===== config.mk =====
export PLATFORM = sky130hd
export DESIGN_NAME = pipeline_hazard_ctrl
export DESIGN_NICKNAME = d
export VERILOG_FILES = /design/src/rtl/pipeline_hazard_ctrl.sv
export SDC_FILE = /design/constraint.sdc
export NUM_CORES = 1
export LEC_CHECK = 0
export CELL_PAD_IN_SITES_DETAIL_PLACEMENT = 2
export CELL_PAD_IN_SITES_GLOBAL_PLACEMENT = 2
export CORE_ASPECT_RATIO = 0.75
export CORE_UTILIZATION = 27
export CTS_CLUSTER_SIZE = 12
export DETAILED_ROUTE_END_ITERATION = 10
export PLACE_DENSITY = 0.81
export SETUP_SLACK_MARGIN = 0.4
export SYNTH_ARGS = -nofsm -noshare
export SYNTH_HDL_FRONTEND = slang
export SYNTH_SLANG_ARGS = --single-unit

===== constraint.sdc =====
create_clock -name clk -period 3.35 [get_ports clk]
set_input_delay 0.8375 -clock clk [delete_from_list [all_inputs] [get_ports clk]]
set_output_delay 0.8375 -clock clk [all_outputs]
set_load 0.01 [all_outputs]

===== src/rtl/pipeline_hazard_ctrl.sv =====
// Hazard controller: load-use, taken-branch and memory-wait stall/flush
// generation, with memory-wait timeout flag and saturating perf counters.
module pipeline_hazard_ctrl #(
    parameter int REG_ADDR_WIDTH = 5,
    parameter int MEM_TIMEOUT    = 64,
    parameter int COUNT_WIDTH    = 16
) (
    input  logic                      clk,
    input  logic                      rst_n,
    input  logic [REG_ADDR_WIDTH-1:0] dec_rs_addr,
    input  logic [REG_ADDR_WIDTH-1:0] dec_rt_addr,
    input  logic                      dec_uses_rs,
    input  logic                      dec_uses_rt,
    input  logic [REG_ADDR_WIDTH-1:0] exec_rd_addr,
    input  logic                      exec_wb_reg,
    input  logic                      exec_mem_read,
    input  logic                      exec_branch_taken,
    input  logic                      mem_req,
    input  logic                      mem_ready,
    output logic                      pc_stall,
    output logic                      fetch2dec_stall,
    output logic                      fetch2dec_flush,
    output logic                      dec2exec_stall,
    output logic                      dec2exec_flush,
    output logic                      exec2mem_stall,
    output logic                      mem_timeout,
    output logic [COUNT_WIDTH-1:0]    stall_count,
    output logic [COUNT_WIDTH-1:0]    flush_count
);

    localparam int WCW = $clog2(MEM_TIMEOUT + 1);
    localparam logic [WCW-1:0] W_TMO = WCW'(MEM_TIMEOUT);

    typedef enum logic {IDLE, MEM_WAIT} state_t;

    state_t                 r_state;
    state_t                 w_next;
    logic [WCW-1:0]         r_wait_cnt;
    logic [WCW-1:0]         w_wait_nxt;
    logic                   r_timeout;
    logic [COUNT_WIDTH-1:0] r_stall_cnt;
    logic [COUNT_WIDTH-1:0] r_flush_cnt;

    logic w_memwait;
    logic w_branch;
    logic w_rs_hit;
    logic w_rt_hit;
    logic w_loaduse;

    assign w_memwait = mem_req & ~mem_ready;
    assign w_branch  = exec_branch_taken & ~w_memwait;
    assign w_rs_hit  = dec_uses_rs & (dec_rs_addr == exec_rd_addr);
    assign w_rt_hit  = dec_uses_rt & (dec_rt_addr == exec_rd_addr);
    assign w_loaduse = exec_mem_read & exec_wb_reg
                     & (exec_rd_addr != '0) & (w_rs_hit | w_rt_hit);

    // First stalled cycle of a wait counts as 1; saturate at the timeout
    assign w_wait_nxt = (r_state == IDLE) ? WCW'(1)
                      : (r_wait_cnt == W_TMO) ? r_wait_cnt
                      : r_wait_cnt + WCW'(1);

    // State register
    always_ff @(posedge clk) begin
        if (!rst_n) r_state <= IDLE;
        else        r_state <= w_next;
    end

    // Next-state logic: wait state mirrors an unfinished memory access
    always_comb begin
        w_next = r_state;
        unique case (r_state)
            IDLE:     if (w_memwait) w_next = MEM_WAIT;
            MEM_WAIT: if (mem_ready || !mem_req) w_next = IDLE;
            default:  w_next = IDLE;
        endcase
    end

    // Mealy stall/flush outputs: memwait > branch > load-use
    always_comb begin
        pc_stall        = 1'b0;
        fetch2dec_stall = 1'b0;
        fetch2dec_flush = 1'b0;
        dec2exec_stall  = 1'b0;
        dec2exec_flush  = 1'b0;
        exec2mem_stall  = 1'b0;
        if (rst_n) begin
            if (w_memwait) begin
                pc_stall        = 1'b1;
                fetch2dec_stall = 1'b1;
                dec2exec_stall  = 1'b1;
                exec2mem_stall  = 1'b1;
            end else if (w_branch) begin
                fetch2dec_flush = 1'b1;
                dec2exec_flush  = 1'b1;
            end else if (w_loaduse) begin
                pc_stall        = 1'b1;
                fetch2dec_stall = 1'b1;
                dec2exec_flush  = 1'b1;
            end
        end
    end

    // Wait-duration tracking and sticky timeout flag
    always_ff @(posedge clk) begin
        if (!rst_n) begin
            r_wait_cnt <= '0;
            r_timeout  <= 1'b0;
        end else if (w_memwait) begin
            r_wait_cnt <= w_wait_nxt;
            if (w_wait_nxt == W_TMO) r_timeout <= 1'b1;
        end
    end

    // Saturating performance counters
    always_ff @(posedge clk) begin
        if (!rst_n) begin
            r_stall_cnt <= '0;
            r_flush_cnt <= '0;
        end else begin
            if (pc_stall && r_stall_cnt != '1)
                r_stall_cnt <= r_stall_cnt + 1'b1;
            if (w_branch && r_flush_cnt != '1)
                r_flush_cnt <= r_flush_cnt + 1'b1;
        end
    end

    assign mem_timeout = r_timeout;
    assign stall_count = r_stall_cnt;
    assign flush_count = r_flush_cnt;

endmodule


==> flow_metrics.tcl, run 1 <==
set metrics [dict create \
    status "finished, final reports clean" \
    max_cap_viol_count 0 \
    ys_top_cells_by_area "dfxtp_1 36%, xnor2_1 7.3%, nor2_1 4.8%" \
    max_stage_delay_ns 0.37 \
    cp_max_fo 2 \
    clockPowerShare_pct 35.0 \
    synth_cells 271 \
    cts_root_buf "clkbuf_8" \
    slowest_stage "or3_4" \
    clockBufferDepth 2 \
    power.share.combinational_pct 13.5 \
    reg2reg_to "mem_timeout" \
    r2r_cells 7 \
    p_per_area_nw_per_um2 301.6 \
    place.detailed.hpwl_mm 5.753 \
    cp_data_required_time_ns 2.51 \
    synth.top_cell.area_share_pct 36.16 \
    rrSetupSlack_ns 1.34 \
    final_area_sq_um 3199 \
    die_h_um 81.40 \
    drtIter0Drc 74 \
    drtPass1Iterations 4 \
    insertion_delay_ns 0.29 \
    synthToLayoutAreaGrowth_pct 40.96 \
    worstHoldEndpoint "mem_timeout" \
    worstHoldStart "mem_timeout" \
    cts.sinks 41 \
    grt_pass1_vias 2451 \
    internal-power_mw 0.7201 \
    ant_nets 0 \
    placed_cell_area_sq_um 3057 \
    rows 28 \
    syn-cell-area_sq_um 2270 \
    hp-class "reg2reg" \
    worstMarginPinSlew_ns 0.5053 \
    antenna_found_initial 0 \
    hold_depth 1 \
    post_drt_wl_per_cell_um 17.43 \
    fin_crit_sh_pct 87.85 \
    final_common_cell "dfxtp_1" \
    viasPerCell 5.136 \
    synth_nets 299 \
    ir_worst_vdd_mv 0.1292 \
    cts_made_buffers 5 \
    routabilityCongestion 0.7499 \
    ys_types 42 \
    start_util_pct 28.29 \
    grt_pass1_wl_mm 12.50 \
    drive_gt1_share_pct 14.83 \
    p_sw_share_pct 25.37 \
    crit_path_end_kind "output pin" \
    cts_tree "built" \
    synth_top_flop_cell "dfxtp_1" \
    switching_power_mw 0.2448 \
    avgSynthCellArea_sq_um 8.375 \
    cp-start-kind "primary input" \
    ios 63 \
    finalWirelength_mm 7.824 \
    crit_type "in2out" \
    synth_async_sr_flop_share_pct 0 \
    die_x_um 107.9 \
    yosys.area.top_type "dfxtp_1" \
    drc 0 \
    pwr-share-seq_pct 51.5 \
    mostFrequentLayoutCells "41 x dfxtp_1, 39 x clkdlybuf4s50_1, 27 x nor2_1" \
    slew_headroom_pct 66.19 \
    crit_path_cell_trace "buf_8 > or3_4 > o311a_1 > and2_4 > nor2_4 > nor3_2 > buf_2" \
    clock-skew-final_ns 0.006830 \
    globalRouteOverflowTotal 0 \
    arrival_ns 2.11 \
    diodes 0 \
    p_leak_nw 1.181 \
    htree_levels 2 \
    ys_seq_area_share_pct 36.16 \
    rsz0062_at_grt "true" \
    fin_nets 372 \
    ys_ff_latch 41 \
    grt_max_degree 24 \
    route.vias.total 2306 \
    final.min_clock_period_ns 2.943 \
    grtUsageTotal_pct 18.33 \
    timing_hold_violations_final 0 \
    design.core.area_sq_um 8023 \
    slew_violations 0 \
    hold_ws_ns 0.4787 \
    io_buffers 62 \
    dieArea_sq_um 8781 \
    ys_warn_count 0 \
    max_freq_mhz 339.8 \
    synth_edf_count 0 \
    clkTransAtPathRegs_ns 0.08 \
    regToRegStartpoint "r_wait_cnt[0]" \
    setup_violations 0 \
]
## cells in the mapped netlist (3+ instances only)
library cell and n:
clkbuf_1 7, or4_1 4, nand3b_1 5, xnor2_1 19, nor4_1 3, nor3_1 6, or3_1 5, a21oi_1 11
xor2_1 9, nor2_1 29, a31oi_1 3, nand2_1 25, nand3_1 16, and2_1 6, o31ai_1 4, a22oi_1 3
nand4_1 9, nand2b_1 4, and3_1 9, buf_4 4, mux2i_1 8, o21ai_0 6, inv_1 5, dfxtp_1 41
ha_1 4
## layer usage
layer	track usage (%)	part of all wire [%]	up-vias	wire length [um]
met5	0	0	-	0
met4	3.973	1.0	0	78
met3	3.291	3.8	8	298
met2	32.76	49	48	3833
met1	23.08	46	1133	3613
li1	-	-	1117	-
## critical path, delay by kind of cell
kind / cells / cell delay (ns)
AOI/OAI and AO/OA: 1 / 0.34
buffers and inverters: 2 / 0.25
and+or+nand+nor: 4 / 0.67
## layout make-up
type,instances,area [sq um]
Clock buffer,7,86.33
Fill cell,902,4823
Inverter,5,18.77
Multi-Input combinational cell,211,1415
Sequential cell,41,820.8
Tap cell,105,131.4
Timing Repair Buffer,80,726.9
## cells by family (layout without fill, tap and decap cells)
logic type / count (synthesis) / count (layout) / synth area share (%)
AOI/OAI and AO/OA: 41 / 41 / 13.23
xor gates and xnor gates: 28 / 28 / 10.81
adders and majority gates: 4 / 4 / 2.205
buffers and inverters: 19 / 92 / 4.245
DFF: 41 / 41 / 36.16
muxes: 8 / 8 / 3.528
and+or+nand+nor: 130 / 130 / 29.82
## worst max-delay path by stage
stage	from	to	slack (ns)
global route	dec_rt_addr[3]	dec2exec_flush	0.35
global placement	exec_rd_addr[1]	dec2exec_flush	-0.33
floorplan	exec_rd_addr[1]	pc_stall	0.41
detailed placement	exec_rd_addr[2]	dec2exec_flush	-0.38
finish	exec_rd_addr[3]	dec2exec_flush	0.41
CTS	exec_rd_addr[4]	dec2exec_flush	0.33
## power by group through the flow
stage	clock network, mW	registers, mW	logic (mW)
after floorplan	0	0.509	0.0555
after global placement	0	0.508	0.120
after detailed placement	0	0.508	0.125
after CTS	0.350	0.497	0.126
after global routing	0.370	0.498	0.140
final	0.338	0.497	0.130
## sequential cells by signal (all words and copies together) (netlist names)
| name | count |
|---|---|
| flush_count | 16 |
| mem_timeout | 1 |
| stall_count | 16 |
| r_state | 1 |
| r_wait_cnt | 7 |
## repair_timing
item                       in CTS  in global routing
hold buffers                    0                  0
pin swaps                      16                 13
resized for setup              51                 25
setup endpoints to repair       6                  4
buffers inserted                2                  1
## through the flow
| stage | setup TNS [ns] | util (%) | total power, mW | setup WS [ns] | cells |
|---|---|---|---|---|---|
| final | 0 | 39.88 | 0.9649 | 0.4070 | 449 |
| after floorplan | 0 | - | 0.5641 | 0.4062 | 271 |
| after global placement | -0.8897 | 38.10 | 0.6279 | -0.3317 | 439 |
| after detailed placement | -1.103 | 38.10 | 0.6332 | -0.3840 | 439 |
| after global routing | 0 | 39.88 | 1.008 | 0.3491 | 449 |
| after CTS | 0 | 39.47 | 0.9730 | 0.3277 | 448 |
Power figures use the tool's default switching activity.
==> run 2, diff against run 1 <==
Settings changed: CORE_MARGIN set to 3.
==> run 2 against run 1 <==
Compared with the run above:
- utilization up 0.42 points
- highest routed layer unchanged
- worst hold slack better by 0.0029 ns
- combinational power about the same
- via count down 1.3%
==> flow_metrics.tcl, run 2 (synthesis gave the netlist of run 1 again) <==
set metrics [dict create \
    status "finished, final reports clean" \
    final_area_sq_um 3233 \
    viasPerCell 5.067 \
    antenna_found_initial 0 \
    ir_worst_vdd_mv 0.1473 \
    max_freq_mhz 338.9 \
    r2r_cells 7 \
    ant_nets 0 \
    mostFrequentLayoutCells "41 x dfxtp_1, 39 x clkdlybuf4s50_1, 27 x nor2_1" \
    crit_buf_inv 2 \
    use_met1_pct 21.65 \
    crit_family "simple AND/OR/NAND/NOR gates" \
    p_per_area_nw_per_um2 315.1 \
    globalRouteOverflowTotal 0 \
    grtUsageTotal_pct 16.55 \
    route.vias.total 2275 \
    cp_data_required_time_ns 2.51 \
    cts.sinks 41 \
    crit_type "in2out" \
    start_util_pct 28.29 \
    drive_gt1_share_pct 14.24 \
    regToRegStartpoint "stall_count[3]" \
    cts_made_buffers 5 \
    top_usage_layer "met2" \
    design.core.area_sq_um 8023 \
    synthToLayoutAreaGrowth_pct 42.45 \
    worstHoldStart "mem_timeout" \
    drtPass1Iterations 4 \
    slew_violations 0 \
    cp-start-kind "primary input" \
    rrSetupSlack_ns 1.13 \
    post_drt_wl_per_cell_um 17.37 \
    slew_headroom_pct 68.95 \
    fin_crit_sh_pct 88.07 \
    worstMarginPinSlew_ns 0.4640 \
    p_leak_nw 1.176 \
    max_cap_viol_count 0 \
    max_stage_delay_ns 0.38 \
    fin_nets 372 \
    crit_path_end_kind "output pin" \
    rsz0062_at_grt "true" \
    finalPower_mw 1.019 \
    hold_ws_ns 0.4816 \
    clockBufferDepth 2 \
    diodes 0 \
    place.detailed.hpwl_mm 5.777 \
    dieArea_sq_um 9554 \
    die_x_um 111.9 \
    die_h_um 85.40 \
    grt_pass1_wl_mm 12.94 \
    grt_use_met2_pct 28.35 \
    grt_max_degree 24 \
    reg2reg_to "stall_count[5]" \
    timing_hold_violations_final 0 \
    cts_root_buf "clkbuf_8" \
    drc 0 \
    cp_max_fo 2 \
    slowest_stage "or3_4" \
    arrival_ns 2.11 \
    final_common_cell "dfxtp_1" \
    drtIter0Drc 81 \
    htree_levels 2 \
    crit_path_cell_trace "buf_8 > or3_4 > o311a_4 > and2_4 > nor2_4 > nor3_2 > buf_2" \
    cts_tree "built" \
    setup_violations 0 \
    fillers 902 \
    rows 28 \
    routabilityCongestion 0.8536 \
    cts_hold_buf 0 \
    placed_cell_area_sq_um 3057 \
    clock-skew-final_ns 0.007856 \
    io_buffers 62 \
    grt_pass1_vias 2513 \
    final_util_pct 40.30 \
    final.min_clock_period_ns 2.950 \
    hp-class "reg2reg" \
    insertion_delay_ns 0.29 \
    grt_use_met3_pct 3.136 \
    clkTransAtPathRegs_ns 0.08 \
    ios 63 \
    hold_depth 1 \
    worstHoldEndpoint "mem_timeout" \
    finalWirelength_mm 7.797 \
]
[run 2: cell count changes in the layout (fill, tap and decap cells not counted), moves of 2 or more]
cell | previous run | this run
buf_4 | 17 | 19
dlygate4sd2_1 | 7 | 14
dlymetal6s2s_1 | 3 | 0
clkbuf_2 | 6 | 2
[run 2: power by group]
part           switching (mW)  leakage, nW  internal, mW  total [mW]
registers             0.00518        0.331         0.491       0.497
clock network           0.175       0.0540         0.217       0.392
logic                  0.0648        0.792        0.0657       0.131
[run 2: layout make-up]
cell class                 instances  area (sq um)  area share [%]
timing repair buffer              80         729.5           22.56
clock inverter                     2         35.03           1.084
multi-input combinational        211          1429           44.20
sequential                        41         820.8           25.39
clock buffer                       5         68.82           2.128
inverter                           5         18.77          0.5805
tap                              105         131.4           4.063
[run 2: repair_timing]
item	in CTS	in global routing
gates resized for setup	58	12
buffers inserted	3	0
endpoints found under the setup margin	6	3
pin swaps	17	4
[run 2: worst max path at each step]
stage | from | end | slack, ns | depth (start not counted)
4_1_cts | exec_rd_addr[1] | dec2exec_flush | 0.34 | 7
6_report | exec_rd_addr[1] | dec2exec_flush | 0.40 | 7
3_3_place_gp | exec_rd_addr[1] | dec2exec_flush | -0.34 | 7
3_5_place_dp | exec_rd_addr[1] | dec2exec_flush | -0.43 | 7
5_1_grt | exec_branch_taken | fetch2dec_flush | 0.35 | 4
2_1_floorplan | exec_rd_addr[1] | pc_stall | 0.41 | 6
[run 2: through the flow]
step / instances / worst slack [ns] / setup TNS (ns)
final: 449 / 0.3995 / 0
after global routing: 449 / 0.3548 / 0
after CTS: 449 / 0.3419 / 0
after detailed placement: 439 / -0.4322 / -1.136
after global placement: 439 / -0.3366 / -0.9044
after floorplan: 271 / 0.4062 / 0
[run 2: worst register-to-register path, stage by stage, from the launching register on]
cell and delay (ns):
dfxtp_1 0.44, and4_1 0.27, and4_1 0.31, nand3_1 0.17, nor2_1 0.40, buf_4 0.30
nor3_1 0.10, mux2i_1 0.13
[run 2: layer usage]
metal  up-vias  wire, um
met2        46      3767
met3         7       290
li1       1108         -
met1      1114      3673
met4         0        65
met5         -         0
==> RTL change 1, RTL diff (config.mk and constraints of run 1) <==
Set the parameter `REG_ADDR_WIDTH` to 4 (it was 5).
--- a/src/rtl/pipeline_hazard_ctrl.sv
+++ b/src/rtl/pipeline_hazard_ctrl.sv
@@ -1,7 +1,7 @@
 // Hazard controller: load-use, taken-branch and memory-wait stall/flush
 // generation, with memory-wait timeout flag and saturating perf counters.
 module pipeline_hazard_ctrl #(
-    parameter int REG_ADDR_WIDTH = 5,
+    parameter int REG_ADDR_WIDTH = 4,
     parameter int MEM_TIMEOUT    = 64,
     parameter int COUNT_WIDTH    = 16
 ) (
Ports: changed (resized dec_rs_addr, dec_rt_addr and exec_rd_addr); port bits go from 63 to 60. No check against the original RTL was run, so the function may have changed too.
==> RTL change 1 against run 1 <==
Sequential cell count is the same. Final area shrank 4.6%. Largest power group unchanged. Area after synthesis shrank 4.9%. Total power shrank 2.8%. Clock skew grew 0.0040 ns. Via count shrank 3.7%. Synthesized cell count shrank 1.1%. Maximum frequency shrank 0.82%. Combinational power shrank 18%. Worst setup slack lost 0.024 ns. First-iteration DRC count shrank 26%. Utilization grew 0.65 points. Routed wire length shrank 4.1%.
==> RTL change 1: results (changes against run 1) <==
status finished clean; CP max FO 2 (unchanged); Root Driver clkbuf_8; hold path cells 1 (unchanged); Critical-path top delay cell a21oi_2; Yosys Warn Count 0 (unchanged); final weighted congestion in routability-driven placement 0.749 (-0.11%); largest net degree at the start of global routing 17 (-29%); Reg clk slew, reported paths 0.09 ns; latest clock arrival within the worst-skew pair 0.31 ns (+0.02 ns); Slew HR 60.7% (-5.5 points); Leak 1.18 nW (about the same); drt via density 5.05 (-1.8%); hold_ws 0.474 ns (-0.00498 ns); top cells by count, synth 41 x dfxtp_1, 33 x nand2_1, 33 x nor2_1, 19 x a21oi_1, 16 x xor2_1; Setup WS pre-CTS -0.444 ns (-0.0601 ns); async set or reset register ratio after synthesis 0% (unchanged); nets@finish 363 (-2.4%); synthesized instance count 268 (-1.1%); Peak VDD IR 0.155 mV (+20%); Switch Pwr 0.249 mW (+1.9%); htree depth 2 (unchanged); DRT Pass-1 Iters 4 (unchanged); maximum clock path buffer count 2 (unchanged); Synth cell types 43 (+2.4%); TritonCTS Buffers 5 (unchanged); Antenna Cells 0 (unchanged); CP arrival 2.13 ns (+0.02 ns); share of cells above drive strength 1 14.5% (-0.37 points); RR Endpoint stall_count[7]; Worst Hold End mem_timeout; flop-to-flop setup slack 0.90 ns (-0.44 ns); hold path start mem_timeout; Hold Crit Class reg2reg; cells on worst reg2reg path 8 (+1); global-route wire length before repair 12000 microns (-3.8%); placed cell count 431 (-1.8%); vias in the first global route 2437 (-0.57%); syn_nets 293 (-2.0%); final WL 7500 microns (-4.1%); Iteration-0 DRC Markers 55 (-26%); Critical R2R Launch stall_count[0]; top cells by area in the synthesized netlist dfxtp_1 38%, xor2_1 6.5%, nand2_1 5.7%; crit-path max cell delay 0.27 ns (-0.10 ns); Port Buf Inserts 59 (-4.8%); post-DR wirelength/cell 17.0 microns (-2.2%); initial antenna violation count 0 (unchanged); final setup violation count 0 (unchanged); Final HPWL DP 5510 microns (-4.2%); Tot GR Track Use 18.5% (+0.16 points); Post-DRT Antenna Nets 0 (unchanged); clk_skew 0.0108 ns (+0.00401 ns); Filler cells 862 (-4.4%); Seq/Total Area, Yosys 38.0% (+1.8 points)
==> RTL change 1: changes by cell type in the layout (fill, tap and decap cells not counted), sizes merged, moves of 4 or more <==
| cell | change |
|---|---|
| xnor2 | -11 |
| a21oi | +8 |
| nand2 | +8 |
| xor2 | +7 |
| dlygate4sd2 | -6 |
| nand4 | +6 |
| and2 | -5 |
| and3 | -4 |
| dlymetal6s2s | +4 |
| inv | +4 |
| nand3 | -4 |
| nand3b | -4 |
| nor2 | +4 |
==> RTL change 1: repair_timing <==
action	CTS	global route
gates cloned	0	0
setup buffers	1	0
pin swaps	7	14
hold buffers	0	0
endpoints found under the setup margin	6	8
resized for setup	27	54
==> RTL change 1: routing by layer <==
layer / wire length [microns] / vias to the layer above / global-route usage (%)
li1: - / 1087 / -
met1: 3530 / 1096 / 22.6
met2: 3670 / 30 / 32.8
met3: 194 / 7 / 3.43
met4: 102 / 0 / 6.34
met5: 0 / - / 0
==> RTL change 1: worst max path at each step <==
stage | start | endpoint | slack [ns] | cells after the start
floorplan | exec_rd_addr[0] | pc_stall | 0.55 | 7
detailed placement | exec_rd_addr[0] | fetch2dec_stall | -0.44 | 8
global route | dec_rt_addr[2] | fetch2dec_stall | 0.28 | 8
global placement | exec_rd_addr[0] | fetch2dec_stall | -0.41 | 8
CTS | dec_rt_addr[0] | fetch2dec_stall | 0.15 | 8
finish | dec_rt_addr[2] | fetch2dec_stall | 0.38 | 8
==> RTL change 1: cell type report <==
type / count / area share [%]
well taps: 101 / 4.14
multi-input cells: 208 / 43.0
clock buffers: 6 / 2.38
flip-flops and latches: 41 / 26.9
repair buffers: 73 / 22.2
clock inverters: 2 / 0.328
inverters: 9 / 1.11
==> RTL change 1: critical path, delay by kind of cell <==
family	cells	cell delay (ns)
AND/OR/NAND/NOR	4	0.60
buffers and inverters	2	0.26
XOR/XNOR	1	0.17
AO/OA/AOI/OAI	1	0.27
==> RTL change 1: logic make-up (layout without fill, tap and decap cells) <==
family,Yosys count,in the layout,share of synthesized area [%]
adders and majority gates,4,4,2.32
muxes,6,6,2.78
DFF,41,41,38.0
xor gates and xnor gates,24,24,9.73
buffers and inverters,19,90,4.23
and+or+nand+nor,128,128,29.6
AOI/OAI and AO/OA,46,46,13.3
==> RTL change 1: metrics by stage <==
stage               power (mW)  area (sq um)
floorplan                0.553          2160
global placement         0.610          2920
detailed placement       0.613          2920
CTS                      0.942          2990
global route             0.982          3050
finish                   0.938          3050
==> RTL change 1: power groups by stage <==
stage | Clock (mW) | Combinational, mW | Sequential [mW]
floorplan | 0 | 0.0429 | 0.510
global placement | 0 | 0.101 | 0.510
detailed placement | 0 | 0.103 | 0.510
CTS | 0.343 | 0.100 | 0.499
global route | 0.365 | 0.116 | 0.500
finish | 0.332 | 0.107 | 0.499
==> RTL change 2, RTL diff (config.mk and constraints of run 1) <==
Without the edit above. Make the reset (`rst_n`) asynchronous in 3 clocked blocks.
--- a/src/rtl/pipeline_hazard_ctrl.sv
+++ b/src/rtl/pipeline_hazard_ctrl.sv
@@ -60,7 +60,7 @@
                       : r_wait_cnt + WCW'(1);
 
     // State register
-    always_ff @(posedge clk) begin
+    always_ff @(posedge clk or negedge rst_n) begin
         if (!rst_n) r_state <= IDLE;
         else        r_state <= w_next;
     end
@@ -101,7 +101,7 @@
     end
 
     // Wait-duration tracking and sticky timeout flag
-    always_ff @(posedge clk) begin
+    always_ff @(posedge clk or negedge rst_n) begin
         if (!rst_n) begin
             r_wait_cnt <= '0;
             r_timeout  <= 1'b0;
@@ -112,7 +112,7 @@
     end
 
     // Saturating performance counters
-    always_ff @(posedge clk) begin
+    always_ff @(posedge clk or negedge rst_n) begin
         if (!rst_n) begin
             r_stall_cnt <= '0;
             r_flush_cnt <= '0;
Behaviour: differs if rst_n is asserted again (counterexample within 4 cycles, from zero or initial values and one cycle with rst_n low); with rst_n held inactive, the same outputs for 10 cycles.
==> RTL change 2 against run 1 <==
Sequential cell count unchanged. Area after synthesis is 0.83% lower. Final area grew 2.2%. Die area decreased by 0.81%. Non-clock buffer count up 1. Worst setup slack worse by 0.054 ns. Routed wire length decreased by 14%. Via count fell by 14%. Count of clock-buffer cells in the layout decreased by 2. First-iteration DRC count down 11%. Critical path depth decreased by 1. Global-route usage decreased by 1.7 points. Critical endpoint unchanged. Utilization is 1.1 points higher.
Power is not compared: it rests on default switching activity, and its combinational part moved more than twofold at a synthesized area within 25%.
==> RTL change 2: results (changes against run 1) <==
Tot GR Track Use 16.6% (-1.7 points); nets@finish 333 (-10%); CP max FO 3 (+1); top cells by count, synth 41 x dfrtp_1, 31 x nand2_1, 22 x xnor2_1, 19 x xor2_1, 14 x nor2_1; CP arrival 2.16 ns (+0.05 ns); initial antenna violation count 0 (unchanged); vias after detailed routing 1987 (-14%); Switch Pwr 0.456 mW; drt via density 4.85 (-5.6%); crit-path max cell delay 0.54 ns (+0.17 ns); Iteration-0 DRC Markers 66 (-11%); Synth cell types 43 (+2.4%); syn_nets 250 (-16%); htree depth 2 (unchanged); clk_skew 0.00350 ns (-0.00333 ns); Peak VDD IR 0.179 mV; multi-input combinational cell area 1240 sq um (-12%); Critical-path top delay cell or4_4; top cells by area in the synthesized netlist dfrtp_1 46%, xnor2_1 8.6%, xor2_1 7.4%; worst-margin pin slew 0.785 ns (+0.279 ns); Final HPWL DP 5070 microns (-12%); TritonCTS Buffers 5 (unchanged); Filler cells 892 (-1.1%); Seq/Total Area, Yosys 45.6% (+9.4 points); synthesized instance count 222 (-18%); status finished clean; final weighted congestion in routability-driven placement 0.781 (+4.2%); async set or reset register ratio after synthesis 100% (+100 points); maximum clock path buffer count 2 (unchanged); global-route wire length before repair 11100 microns (-11%); DRT Pass-1 Iters 3 (-1); post-DR wirelength/cell 16.4 microns (-6.0%); share of cells above drive strength 1 20.3% (+5.5 points); flop-to-flop setup slack 1.17 ns (-0.17 ns); vias in the first global route 2172 (-11%); largest net degree at the start of global routing 38 (+58%); placed cell count 396 (-9.8%)
[RTL change 2: area by class of cell]
type | count | share of cell area, %
Timing Repair Buffer | 81 | 22.8
Tap cell | 105 | 4.02
Sequential cell | 41 | 31.4
Clock inverter | 2 | 1.07
Inverter | 6 | 0.689
Clock buffer | 5 | 2.10
Multi-Input combinational cell | 170 | 37.9
[RTL change 2: path summary, 6_finish.rpt]
check | depth (start not counted) | to | start
worst max-delay path | 6 | dec2exec_flush | exec_rd_addr[2]
worst min-delay path | 1 | mem_timeout | mem_timeout
worst max register to register | 8 | stall_count[4] | stall_count[0]
worst min register to register | 1 | mem_timeout | mem_timeout
max in group asynchronous | 2 | stall_count[15] | rst_n
min in group asynchronous | 2 | r_state | rst_n
[RTL change 2: what timing repair did]
action                     4_1_cts  5_1_grt
gates cloned                     0        0
pin swaps                       14        9
resized for setup               72        9
setup buffers                    6        1
setup endpoints to repair        6        3
[RTL change 2: cell families (layout without fill, tap and decap cells)]
kind of cell | count (synthesis) | after routing | share of synthesized area, %
buffers and inverters | 11 | 94 | 2.61
adder cells (fa/ha/maj) | 4 | 4 | 2.22
AND/OR/NAND/NOR | 98 | 98 | 24.2
multiplexers | 2 | 2 | 1.17
flip-flops | 41 | 41 | 45.6
AO/OA/AOI/OAI | 25 | 25 | 8.28
XOR/XNOR | 41 | 41 | 16.0
[RTL change 2: critical path: cells and delay by family]
family          cells  cell delay (ns)
buf+inv             2             0.24
simple gates        2             0.59
compound gates      2             0.49
[RTL change 2: metal layers]
metal / vias up / track usage [%] / share of wire, %
li1: 929 / - / -
met4: 0 / 4.11 / 0.82
met3: 7 / 4.01 / 4.7
met2: 50 / 28.8 / 50
met1: 1001 / 20.9 / 45
met5: - / 0 / 0
[RTL change 2: through the flow]
| stage | utilization (%) | setup slack [ns] | instance area (sq um) | total power, mW | hold slack (ns) |
|---|---|---|---|---|---|
| finish | 40.9 | 0.353 | 3270 | 1.49 | 0.488 |
| global route | 40.9 | 0.314 | 3270 | 1.59 | 0.494 |
| CTS | 40.5 | 0.381 | 3230 | 1.51 | 0.491 |
| detailed placement | 38.4 | -0.444 | 3060 | 1.11 | 0.475 |
| global placement | 38.4 | -0.353 | 3060 | 1.08 | 0.465 |
| floorplan | - | 0.561 | 2250 | 0.849 | 0.481 |
[RTL change 2: power by group through the flow]
stage	logic (mW)	registers, mW	clock network (mW)
3_5_place_dp	0.425	0.685	0
2_1_floorplan	0.157	0.693	0
3_3_place_gp	0.408	0.677	0
5_1_grt	0.476	0.691	0.427
6_report	0.428	0.672	0.391
4_1_cts	0.430	0.676	0.406
